[src/rtl/down_counter_load.sv]
// Loadable down counter with registered borrow-out pulse.
// Reloads the last loaded value on underflow, or stops and returns to idle when AUTO_RELOAD=0.
module down_counter_load #(
    parameter int               WIDTH       = 4,
    parameter logic [WIDTH-1:0] INIT        = '0,
    parameter bit               AUTO_RELOAD = 1'b1
) (
    input  logic             CLK,
    input  logic             RESET,
    input  logic             LOAD_VALID,
    output logic             LOAD_READY,
    input  logic [WIDTH-1:0] LOAD_DATA,
    input  logic             CE,
    input  logic             ABORT,
    output logic [WIDTH-1:0] O,
    output logic             BOUT,
    output logic             ZERO,
    output logic             BUSY
);

    localparam logic [0:0] ST_IDLE = 1'b0;
    localparam logic [0:0] ST_RUN  = 1'b1;

    logic [0:0]       st_q,   st_d;
    logic [WIDTH-1:0] cnt_q,  cnt_d;
    logic [WIDTH-1:0] rld_q,  rld_d;
    logic             bout_q, bout_d;

    always_comb begin
        st_d   = st_q;
        cnt_d  = cnt_q;
        rld_d  = rld_q;
        bout_d = 1'b0;
        // ABORT outranks a load even in IDLE, so an abort cycle never starts a new run
        if (ABORT) begin
            st_d = ST_IDLE;
        end else if (st_q == ST_IDLE) begin
            if (LOAD_VALID) begin
                cnt_d = LOAD_DATA;
                rld_d = LOAD_DATA;
                st_d  = ST_RUN;
            end
        end else if (CE) begin
            if (cnt_q != '0) begin
                cnt_d = cnt_q - 1'b1;
            end else begin
                bout_d = 1'b1;
                if (AUTO_RELOAD) begin
                    cnt_d = rld_q;
                end else begin
                    cnt_d = '0;
                    st_d  = ST_IDLE;
                end
            end
        end
    end

    always_ff @(posedge CLK) begin
        if (RESET) begin
            st_q   <= ST_IDLE;
            cnt_q  <= INIT;
            rld_q  <= INIT;
            bout_q <= 1'b0;
        end else begin
            st_q   <= st_d;
            cnt_q  <= cnt_d;
            rld_q  <= rld_d;
            bout_q <= bout_d;
        end
    end

    assign O          = cnt_q;
    assign BOUT       = bout_q;
    assign ZERO       = (cnt_q == '0);
    assign BUSY       = (st_q == ST_RUN);
    assign LOAD_READY = (st_q == ST_IDLE);

endmodule

[config.mk]
export PLATFORM = sky130hd
export DESIGN_NAME = down_counter_load
export DESIGN_NICKNAME = d
export VERILOG_FILES = /design/src/rtl/down_counter_load.sv
export SDC_FILE = /design/constraint.sdc
export NUM_CORES = 1
export LEC_CHECK = 0
export CAP_MARGIN = 10
export CORE_MARGIN = 2
export CORE_UTILIZATION = 40
export CTS_BUF_LIST = sky130_fd_sc_hd__clkbuf_8
export DETAILED_ROUTE_END_ITERATION = 8
export HOLD_SLACK_MARGIN = 0.08
export PLACE_DENSITY = 0.78
export SLEW_MARGIN = 10
export SYNTH_ARGS = -nofsm -noshare
export SYNTH_HDL_FRONTEND = slang
export SYNTH_SLANG_ARGS = --single-unit
[constraint.sdc]
create_clock -name CLK -period 1.6 [get_ports CLK]
set_clock_uncertainty 0.05 [all_clocks]
set_input_delay 0.48 -clock CLK [delete_from_list [all_inputs] [get_ports CLK]]
set_output_delay 0.48 -clock CLK [all_outputs]
set_load 0.02 [all_outputs]
==> key figures <==
Status
  – Outcome: finished with violations
  – Violated checks: setup timing

Drt
  – DR iter-0 viols: 10
  – Routed vias: between 600 and 700
  – Number of DRC violations after detailed routing: 0
  – Drt wl/cell: 14.8 um
  – Count of TritonRoute iterations in the first routing pass: 4
  – Vias per cell: 5.66
  – Wirelength, routed: 1630 um
  – Antenna-violating nets left: 0

Place
  – DP Cell Count: between 100 and 150
  – Post-place instance area: 863 sq um
  – DP Wirelength: 1110 um
  – Number of port buffers: 16
  – Final GP Congestion: 0.787

Power
  – Power consumption: about 0.00076 W
  – Static leakage: 0.457 nW
  – Pwr/cell area: 795 mW/mm^2
  – Largest vdd supply drop: 0.000484 V

Die
  – Die Y: ~42 um
  – Die footprint: 0.00176 sq mm
  – Cell Rows: 13
  – Boundary Pins: 17
  – Starting Density: 43.8%
  – Area of the core: 0.00132 sq mm
  – Width of the die: 42.0 um

Layout
  – Final #Nets: 107
  – Most common cell after layout, fill and taps aside: buf_4
  – Final non-filler cell total: 110
  – Ratio of cells with drive above 1 in the final layout: 37.9%
  – Commonest cells after routing, fill and taps aside: buf_4, nor2_1, dfxtp_1, dlygate4sd2_1, clkdlybuf4s50_1
  – Area overhead of the layout relative to synthesis: 66.2%
  – Number of filler instances in the final layout: 96
  – Cell area after layout: 958 sq um
  – Total inserted antenna cells: 0

Timing
  – Worst-Margin Slew: 0.370 ns
  – Number of max-slew violations in the final report: 0
  – Post-route minimum period: 1.62 ns
  – Headroom to the max-slew limit: 75.0%
  – Achievable frequency: roughly 600 MHz
  – Final worst slack: -0.0239 ns
  – Unrepaired setup endpoints after global routing: yes
  – Number of failing hold endpoints at the final stage: 0
  – Final setup fails: 1
  – Hold WS: 0.446 ns
  – Share of the clock period used by the worst path after layout: 101%

Hold path
  – Min-Delay Startpoint: rld_q[0]
  – Cell count of the worst hold path: 2
  – Worst min-delay path category: reg2reg

Synth
  – Cell type with the largest total area after synthesis: dfxtp_1
  – Instance count of the mapped netlist: 60
  – Seq/Total Area, Yosys: 34.7%
  – Syn Area/Cell: between 9 and 10 sq um
  – Cell Area, Synth: 577 sq um
  – Number of distinct standard cells referenced by the synthesized netlist: 33
  – Top area cells in the synthesized netlist: dfxtp_1, mux2i_1, nor2_1
  – Warnings, synthesis: 0
  – Share of the synthesized area in the top cell type: between 30% and 40%
  – Number of nets produced by synthesis: 70
  – FF+latch count, synth: 10

Worst setup path
  – Startpoint type of the worst setup path: register
  – Path depth of the worst reg2reg path: 6
  – Top fanout value on the critical path: 2
  – Maximum single-stage delay on the critical path: 0.32 ns
  – Slack of the worst reg-to-reg path: 0.06 ns
  – Endpoint of the lowest-slack register-to-register path: O[0]
  – Crit path kind: reg2out
  – Launch point of the critical path: O[1]
  – CP required: 1.07 ns
  – Ordered cell list for the critical path: inv_2, ha_4, nor3b_4, buf_6
  – RR Startpoint: O[1]
  – Endpoint arrival time on the critical path: 1.09 ns
  – Critical path endpoint: ZERO
  – Endpoint type of the worst setup path: primary output
  – Slowest-stage cell, CP: dfxtp_2

Global route
  – Largest net degree at the start of global routing: 12
  – First-pass GRT wire length: 2550 um
  – Total global routing overflow: 0
  – Overall track demand over capacity in global routing: 18.9%
  – Via count of the first global-routing pass: 560
  – Antenna violations before repair: 0

CTS
  – Maximum clock path buffer count: 2
  – Sinks on Clock Net: 10
  – Clock network latency to the later pin of the worst-skew pair: about 0.23 ns
  – CTS hold repair buffers: 0
  – H-Tree Depth: 1
  – CTS tree: done
  – Root buffer cell: clkbuf_8
  – Number of buffers created by CTS: 3
  – CTS clk-pin slew, worst paths: 0.04 ns

Job
  – Max-Cap Viols: 0
[layer usage]
layer	global-route usage, %	up-vias	part of all wire [%]
met5	0	-	0
met4	7.74	0	4.4
met3	2.59	12	5.2
met2	31.9	33	49
met1	23.9	280	42
li1	-	298	-
[report_power, final]
| part | switching, W | internal, W | total, W | leakage [nW] |
|---|---|---|---|---|
| logic | 0.000101 | 0.000126 | 0.000227 | 0.353 |
| registers | 0.0000114 | 0.000264 | 0.000275 | 0.0826 |
| clock network | 0.0000953 | 0.000165 | 0.000260 | 0.0216 |
| total | 0.000208 | 0.000554 | 0.000762 | 0.457 |
[critical path, delay by kind of cell (launching register included)]
kind | cells | cell delay, ns
buffers and inverters | 2 | 0.21
adders and majority gates | 1 | 0.13
and+or+nand+nor | 1 | 0.20
DFF | 1 | 0.32
[state kept, by name, indices dropped and copies added, names as in the netlist]
name   cells
O          4
rld_q      4
BOUT       1
BUSY       1
[cell usage after synthesis]
cell and number:
dfxtp_1 10, nor2_1 9, inv_1 4, mux2i_1 4
o21ai_0 3, nor2b_1 2, o211a_1 2, a2111oi_0 1
a211oi_1 1, a221oi_1 1, a31oi_1 1, and2_2 1
and3_1 1, buf_2 1, buf_4 1, buf_6 1
ha_1 1, mux2i_2 1, nand2b_1 1, nor3_1 1
nor3b_1 1, nor3b_2 1, nor4bb_1 1, o211ai_1 1
o21a_1 1, o31a_1 1, o32ai_2 1, o41ai_1 1
o41ai_2 1, or2_1 1, or4_4 1, or4b_1 1
or4bb_1 1
[kinds of logic after synthesis]
logic type / Yosys count / synth area share (%)
simple gates: 22 / 24.3
compound gates: 15 / 22.8
flops: 10 / 34.7
buf+inv: 7 / 6.72
mux: 5 / 9.33
fa+ha+maj: 1 / 2.17
[worst min-delay path by stage]
stage          slack (ns)  endpoint
6_report             0.45  rld_q[0]
5_1_grt              0.51  rld_q[0]
4_1_cts              0.45  rld_q[0]
3_5_place_dp         0.44  rld_q[0]
3_3_place_gp         0.43  rld_q[1]
2_1_floorplan        0.40  rld_q[3]
[layout make-up]
class | count | area [sq um] | share of cell area [%]
multi-input combinational | 43 | 378 | 39.4
timing repair buffer | 35 | 303 | 31.6
sequential | 10 | 203 | 21.1
clock buffer | 3 | 41.3 | 4.31
tap | 15 | 18.8 | 1.96
inverter | 4 | 15.0 | 1.57
[what timing repair did]
item | 4_1_cts | 5_1_grt
pin swaps | 1 | 4
endpoints found under the setup margin | 9 | 7
resized for setup | 13 | 12
setup buffers | 0 | 3
cloned | 0 | 0
[per-stage QoR]
stage | utilization [%] | TNS (ns) | worst slack, ns
after global routing | 72.7 | -0.134 | -0.0653
after global placement | 65.5 | -1.39 | -0.275
after detailed placement | 65.5 | -1.51 | -0.288
final | 72.7 | -0.0239 | -0.0239
after floorplan | - | 0 | 0.00584
after CTS | 68.1 | -0.0709 | -0.0709
Power figures use the tool's default switching activity.
